File: src/rtl/router_arb_pkg.sv
// router_arb_pkg: shared state encoding and defaults for the router request arbiter.
package router_arb_pkg;
  localparam int DEF_ADDR_W = 10;
  localparam int DEF_TIMEOUT_CYC = 1024;
  typedef enum logic [1:0] {IDLE, START, WAIT, RESP} state_t;
endpackage

File: src/rtl/router_req_arbiter_rr_arbiter.sv
// rr_arbiter: combinational round-robin pick, first valid requester after ptr with wrap.
module rr_arbiter #(
  parameter int NUM_REQ = 4,
  localparam int IDX_W = $clog2(NUM_REQ)
) (
  input  logic [NUM_REQ-1:0] req,
  input  logic [IDX_W-1:0]   ptr,
  input  logic               en,
  output logic [NUM_REQ-1:0] grant,
  output logic [IDX_W-1:0]   idx
);
  logic [IDX_W-1:0] pos;
  // Scan farthest-first so the nearest valid requester after ptr is the last to win.
  always_comb begin
    idx = '0;
    pos = '0;
    for (int k = NUM_REQ; k >= 1; k--) begin
      pos = IDX_W'((int'(ptr) + k) % NUM_REQ);
      if (req[pos]) idx = pos;
    end
    grant = (en && |req) ? NUM_REQ'(1) << idx : '0;
  end
endmodule

File: src/rtl/router_req_arbiter.sv
// router_req_arbiter: round-robin sharing of one router among requesters.
// Define ROUTER_TIMEOUT_EN to add a WAIT-state watchdog that aborts the job with rsp_err.
module router_req_arbiter
  import router_arb_pkg::*;
#(
  parameter int NUM_REQ = 4,
  parameter int ADDR_W = DEF_ADDR_W,
  parameter int TIMEOUT_CYC = DEF_TIMEOUT_CYC,
  localparam int IDX_W = $clog2(NUM_REQ)
) (
  input  logic                      clk,
  input  logic                      rst,
  input  logic [NUM_REQ-1:0]        req_valid,
  output logic [NUM_REQ-1:0]        req_ready,
  input  logic [NUM_REQ*ADDR_W-1:0] req_src_addr,
  input  logic [NUM_REQ*ADDR_W-1:0] req_dst_addr,
  output logic [NUM_REQ-1:0]        rsp_done,
  output logic [NUM_REQ-1:0]        rsp_err,
  output logic                      router_start_req,
  output logic [ADDR_W-1:0]         router_scr_addr,
  output logic [ADDR_W-1:0]         router_dst_addr,
  input  logic                      router_done,
  output logic                      busy,
  output logic [IDX_W-1:0]          cur_owner
);
  if (NUM_REQ < 2 || NUM_REQ > 8 || TIMEOUT_CYC < 1) begin : g_bad_cfg
    $error("router_req_arbiter: NUM_REQ must be 2..8 and TIMEOUT_CYC >= 1");
  end
  state_t state, state_nxt;
  logic [IDX_W-1:0] ptr, gidx;
  logic [NUM_REQ-1:0] grant;
  logic timeout;
  rr_arbiter #(.NUM_REQ(NUM_REQ)) u_rr (
    .req  (req_valid),
    .ptr  (ptr),
    .en   (state == IDLE && !rst),
    .grant(grant),
    .idx  (gidx)
  );
  always_ff @(posedge clk) begin
    if (rst) begin
      state <= IDLE;
      ptr <= IDX_W'(NUM_REQ - 1);
      cur_owner <= '0;
      router_scr_addr <= '0;
      router_dst_addr <= '0;
    end else begin
      state <= state_nxt;
      if (|grant) begin
        ptr <= gidx;
        cur_owner <= gidx;
        router_scr_addr <= req_src_addr[int'(gidx)*ADDR_W +: ADDR_W];
        router_dst_addr <= req_dst_addr[int'(gidx)*ADDR_W +: ADDR_W];
      end
    end
  end
`ifdef ROUTER_TIMEOUT_EN
  localparam int CNT_W = $clog2(TIMEOUT_CYC + 1);
  logic [CNT_W-1:0] cnt;
  logic err_q;
  assign timeout = state == WAIT && cnt == CNT_W'(TIMEOUT_CYC - 1);
  // Leaving WAIT without done can only mean the watchdog fired.
  always_ff @(posedge clk) begin
    if (rst) begin
      cnt <= '0;
      err_q <= 1'b0;
    end else begin
      cnt <= state == WAIT ? cnt + CNT_W'(1) : '0;
      if (state == WAIT) err_q <= !router_done;
    end
  end
  assign rsp_err = err_q ? rsp_done : '0;
`else
  assign timeout = 1'b0;
  assign rsp_err = '0;
`endif
  always_comb begin
    state_nxt = state;
    case (state)
      IDLE: state_nxt = |grant ? START : IDLE;
      START: state_nxt = WAIT;
      WAIT: state_nxt = (router_done || timeout) ? RESP : WAIT;
      default: state_nxt = IDLE;
    endcase
  end
  assign req_ready = grant;
  assign router_start_req = state == START;
  assign busy = state != IDLE;
  assign rsp_done = state == RESP ? NUM_REQ'(1) << cur_owner : '0;
endmodule

File: config.mk
export PLATFORM = sky130hd
export DESIGN_NAME = router_req_arbiter
export DESIGN_NICKNAME = d
export VERILOG_FILES = /design/src/rtl/router_arb_pkg.sv /design/src/rtl/router_req_arbiter_rr_arbiter.sv /design/src/rtl/router_req_arbiter.sv
export SDC_FILE = /design/constraint.sdc
export NUM_CORES = 1
export LEC_CHECK = 0
export ABC_AREA = 1
export CAP_MARGIN = 5
export CORE_ASPECT_RATIO = 0.6
export CORE_MARGIN = 2
export CORE_UTILIZATION = 35
export DETAILED_ROUTE_END_ITERATION = 10
export GPL_TIMING_DRIVEN = 0
export HOLD_SLACK_MARGIN = 0.06
export PLACE_DENSITY = 0.78
export SLEW_MARGIN = 40
export SYNTH_ARGS = -nofsm -noshare
export SYNTH_HDL_FRONTEND = slang
export SYNTH_SLANG_ARGS = --single-unit
File: constraint.sdc
create_clock -name clk -period 1.7 [get_ports clk]
set_clock_uncertainty 0.05 [all_clocks]
set_input_delay 0.34 -clock clk [delete_from_list [all_inputs] [get_ports clk]]
set_output_delay 0.34 -clock clk [all_outputs]
set_load 0.05 [all_outputs]
======== After elaboration in Yosys (flattened, before gate mapping) ========
Cells that the tools add are included.
W data, S select, Z words.
operators by class
  add/subtract/negate cells ............... 4
  $mul .................................... 1
  divide/modulo/power cells ............... 0
  order comparisons ....................... 4
  equality and inequality tests ........... 3
  shift operators ......................... 4
  mux-type cells .......................... 17
  bitwise logic cells ..................... 0
  reductions and logical operators ........ 7
operators with widths
  cell                   count
  $shiftx A40 B32 Y10    1
  $shiftx A40 B7 Y10     1
  $lt A2 B3 Y1 const B   4
  $bmux W1 S2            4
  $mux W2                4
  $mux W4                2
  $reduce_or A4 Y1       2
  $shl A1 B2 Y4 const A  2
  $mux W1                6
  $pmux W2 S3            1
  $mul A2 B3 Y5 const B  1
  $add A2 B1 Y2 const B  2
  $add A2 B2 Y2 const B  2
  $eq A2 B2 Y1 const B   2
  $eq A2 B1 Y1 const B   1
  $logic_and A1 B1 Y1    2
  $logic_not A2 Y1       1
  $reduce_bool A2 Y1     1
  $logic_not A1 Y1       1
storage, ports and cells
  flip-flop bits (word level) ............. 26
  latch bits .............................. 0
  bits in writable memories ............... 0
  bits in read-only memories .............. 0
  bits of input ports ..................... 87
  output and inout bits ................... 36
  word-level logic and storage cells ...... 45
  memories kept ........................... 0

======== Longest topological paths before layout ========
  word-level depth ........................ 12
  mapped depth ............................ 17
  mapped depth without buffers ............ 15

======== Modules after synthesis ========
Synthesis repeated with hierarchy kept, for this count alone.
unflattened totals
  cell total of the unflattened synthesis .. 344
  area total of the unflattened synthesis .. 2129.5 um^2
modules (own cells, without submodules)
  module              times used  cells each  area an instance (um^2)  sequential area each (um^2)
  router_req_arbiter  1           289         1853.0                   520.5
  rr_arbiter          1           55          276.5                    0.0

======== Least setup slack after synthesis ========
No wires, ideal clock.
  path kind ............................... register to output
  start ................................... reg state[0]
  end ..................................... out req_ready[0]
  arrival time ............................ 2.014 ns
  data required time ...................... 1.310 ns
  path slack .............................. -0.704 ns
  stages on the path, launching flop included .. 9
  buffers on the path ..................... 0
  cell sequence ........................... dfxtp_1 > inv_1 > ha_1 > inv_1 > nor2_1 > inv_1 > nor2_1 > nand3_1 > nor2_1
between the ends
  cells in the longest elaborated chain, start to end .. 4
RTL lines
  what                    line                                 RTL
  from (decl)             router_req_arbiter.sv:29             state_t state, state_nxt;
  from (signal assigned)  router_req_arbiter.sv:48             state <= state_nxt;
  $logic_not A2 Y1        router_req_arbiter.sv:36             .en (state == IDLE && !rst),
  $logic_and A1 B1 Y1     router_req_arbiter.sv:36
  $logic_and A1 B1 Y1     router_req_arbiter_rr_arbiter.sv:21  grant = (en && |req) ? NUM_REQ'(1) << idx : '0;
  $mux W4                 router_req_arbiter_rr_arbiter.sv:21
  to (decl)               router_req_arbiter.sv:14             output logic [NUM_REQ-1:0] req_ready,
No other way between the ends.

======== Final worst setup path ========
  start ................................... reg ptr[1]
  end ..................................... out req_ready[3]
between the ends
  cells in the longest elaborated chain, start to end .. 9
  elaborated cells on any way between the ends .. 18
  those cells by class .................... add/sub: 4; shift: 1; mux: 13
RTL lines
  what                           line                                 RTL
  from (decl)                    router_req_arbiter.sv:30             logic [IDX_W-1:0] ptr, gidx;
  from (signal assigned)         router_req_arbiter.sv:43             ptr <= IDX_W'(NUM_REQ - 1);
  from (signal assigned)         router_req_arbiter.sv:50             ptr <= gidx;
  $add A2 B1 Y2                  router_req_arbiter_rr_arbiter.sv:18  pos = IDX_W'((int'(ptr) + k) % NUM_REQ);
  $bmux W1 S2                    router_req_arbiter_rr_arbiter.sv:19  if (req[pos]) idx = pos;
  $mux W1 (not written as such)  router_req_arbiter_rr_arbiter.sv:19
  $mux W2 (3 in series)          router_req_arbiter_rr_arbiter.sv:19
  $mux W2 *                      router_req_arbiter_rr_arbiter.sv:19
  $shl A1 B2 Y4 *                router_req_arbiter_rr_arbiter.sv:21
  $mux W4 *                      router_req_arbiter_rr_arbiter.sv:21
Mark *: on every way between the ends. The rest lies on a longest branch, timed or not. The select of a mux whose other input is x is not followed.

==> out/metrics.yaml <==
outcome: "finished, violations left"
violations: "negative setup slack"
core-area_mm2: 0.00603
final_cells: 615
max_stage_delay_ns: 0.37
htree_num_levels: 1
area_growth_pct: 81.9
ant_nets: 0
netlist_top_cells_area: "nand2_1, dfxtp_1, nand3_1"
setup-tns-final_ns: -7.58
ys_ff_latch: 26
hold-path-cell-count: 2
power_switching_w: 0.00383
synthesis.instances: 392
yosys.area_share.simple: 0.537
cts_tree: "done"
cts-root-buf: "clkbuf_8"
die_w_um: 105
yosys.area_share.xor_xnor: 0
period_needed_ns: 2.22
path_class: "flip-flop to output pin"
p_int_w: 0.00325
io_pins: 123
dpl.hpwl_um: 5990
wl_um: 7830
required_ns: 1.31
power.density_mw_per_mm2: 1810
drive_gt1_frac: 0.209
hold_buffers: 0
worstSkewPairLatency_ns: 0.28
die_height_um: 64.7
final.period_utilization: 1.31
worst_slew_pin_slew_ns: 0.537
start_util: 0.356
clock-sinks: 26
routabilityCongestion: 0.845
cp_cell_sequence: "inv_1, nand2_1, nand2_4, nand2_2, nand2_2, nand2_4, nand2_4, nand2_4, nand2_4, buf_8, nand2_8, nor2_4, buf_8"
wire_per_inst_um: 12.7
pwr-share-comb: 0.784
num_rows: 22
drv_slew: 0
crit_fanout: 4
synth_cell_types: 23
grt_pass1_vias: 2700
grt_usage: 0.235
syn_area_mm2: 0.00215
synth-seq-area-share: 0.242
cap_violations: 0
synth_compound_area_frac: 0.0175
antenna_found_initial: 0
crit_family: "simple AND/OR/NAND/NOR gates"
rsz0062_at_grt: "yes"
p_leak_nw: 2.11
cp_slowest_cell: "dfxtp_4"
yosys_warnings: 0
whs_ns: 0.403
cp_data_arrival_time_ns: 1.83
gr-total-overflow: 0
vias_per_cell: 4.70
end_kind: "output pin"
max_freq_mhz: 450
drt_iter0_drc: 170
final_core_util: 0.648
yosys.area.top_type: "nand2_1"
grt_pass1_wl_um: 12900
startpoint_type: "flip-flop"
placed_cells: 597
final_common_cell: "nand2_1"
numPortBuffers: 118
clk_pin_slew_ns: 0.09
path_buf_inv: 3
synthMuxAreaShare: 0
die_area_mm2: 0.00680
cp.depth: 13
max-vdd-ir-drop_v: 0.000933
hold_viol: 0
cts_buffer_depth: 2
p_clk_frac: 0.075
pwr-share-seq: 0.141
synth_top_area_share: 0.318
first_pass_iters: 4
cpMostUsedCell: "nand2_4"
fin_nets: 623
cts_inserted_buffers: 3
synth_top_family_by_area: "simple AND/OR/NAND/NOR gates"
avgSynthCellArea_um2: 5.48
max_slew_margin: 0.643
layout_setup_ws_ns: -0.524
grt_max_degree: 16
yosys.area_share.adder: 0.0233
layout_common_cells: "nand2_1, clkdlybuf4s50_1, nand3_1, inv_1, dlygate4sd2_1"
swShare: 0.541
vias: 2890
dp_worst_setup_slack_ns: -1.51
antenna_cells: 0
setup_viol: 24
drc: 0
min_path_type: "flip-flop to flip-flop"
worst_r2r_path_depth: 18
## cell families after synthesis
family,Yosys count
fa+ha+maj,4
buf+inv,84
other cells,1
flops,26
compound gates,7
simple gates,270
## what timing repair did
action / CTS / global route
setup buffers: 12 / 1
cloned: 1 / 0
setup endpoints to repair: 56 / 30
pin swaps: 18 / 8
gates resized for setup: 133 / 16
## cell type report
class	instances	area, um^2
tap	84	105
clock inverter	1	30.0
buffer	25	209
inverter	59	238
sequential	26	531
multi-input combinational	285	1490
fill	539	2120
clock buffer	3	41.3
timing repair buffer	132	1260
## cell usage after synthesis
cell type and count:
o21ai_1 1, inv_1 56, nand4_1 1, nand3_4 1
a21oi_1 2, buf_4 7, buf_2 12, nor2_1 8
inv_2 2, inv_4 1, nor3_1 5, nand2_1 182
nor4_1 1, nand2_2 5, buf_6 3, a22oi_1 1
nand2_4 3, nand3_1 64, clkbuf_1 3, dfxtp_1 26
o21ai_0 3, conb_1 1, ha_1 4
## power groups by stage
stage	logic, W	clock network, W	registers (W)
4_1_cts	0.00544	0.000531	0.000983
3_3_place_gp	0.00482	0	0.000979
3_5_place_dp	0.00491	0	0.000992
5_1_grt	0.00611	0.000558	0.00102
6_report	0.00555	0.000531	0.000999
2_1_floorplan	0.00304	0	0.00152
## metal layers
layer / vias up / part of all wire / track usage / routed length (um)
li1: 1452 / - / - / -
met1: 1313 / 0.42 / 0.300 / 3300
met2: 115 / 0.46 / 0.406 / 3630
met3: 10 / 0.10 / 0.0624 / 787
met4: 0 / 0.015 / 0.0417 / 119
met5: - / 0 / 0 / 0
## flip-flops by register name (all words and copies together) (netlist names)
register	count
cur_owner	2
ptr	2
router_dst_addr	10
router_scr_addr	10
state	2
## through the flow
stage	instance area, um^2	total power [W]
floorplan	2280	0.00456
global placement	3560	0.00580
CTS	3850	0.00695
finish	3910	0.00708
detailed placement	3560	0.00590
global route	3910	0.00769
## worst paths after layout
| path | startpoint | end | slack [ns] |
|---|---|---|---|
| min reg2reg | router_dst_addr[0]$_SDFFE_PP0P_ | router_dst_addr[0]$_SDFFE_PP0P_ | 0.40 |
| max | ptr[1]$_SDFFE_PP1P_ | req_ready[3] | -0.52 |
| min | router_dst_addr[0]$_SDFFE_PP0P_ | router_dst_addr[0]$_SDFFE_PP0P_ | 0.40 |
| max reg2reg | ptr[0]$_SDFFE_PP1P_ | router_scr_addr[6]$_SDFFE_PP0P_ | -0.43 |
## tightest hold or removal path, stage by stage, from the launching register on
cell,delay [ns]
dfxtp_1,0.32
nand2_1,0.05
nand2_1,0.05
Note: power is estimated with default switching activity, not from simulation.
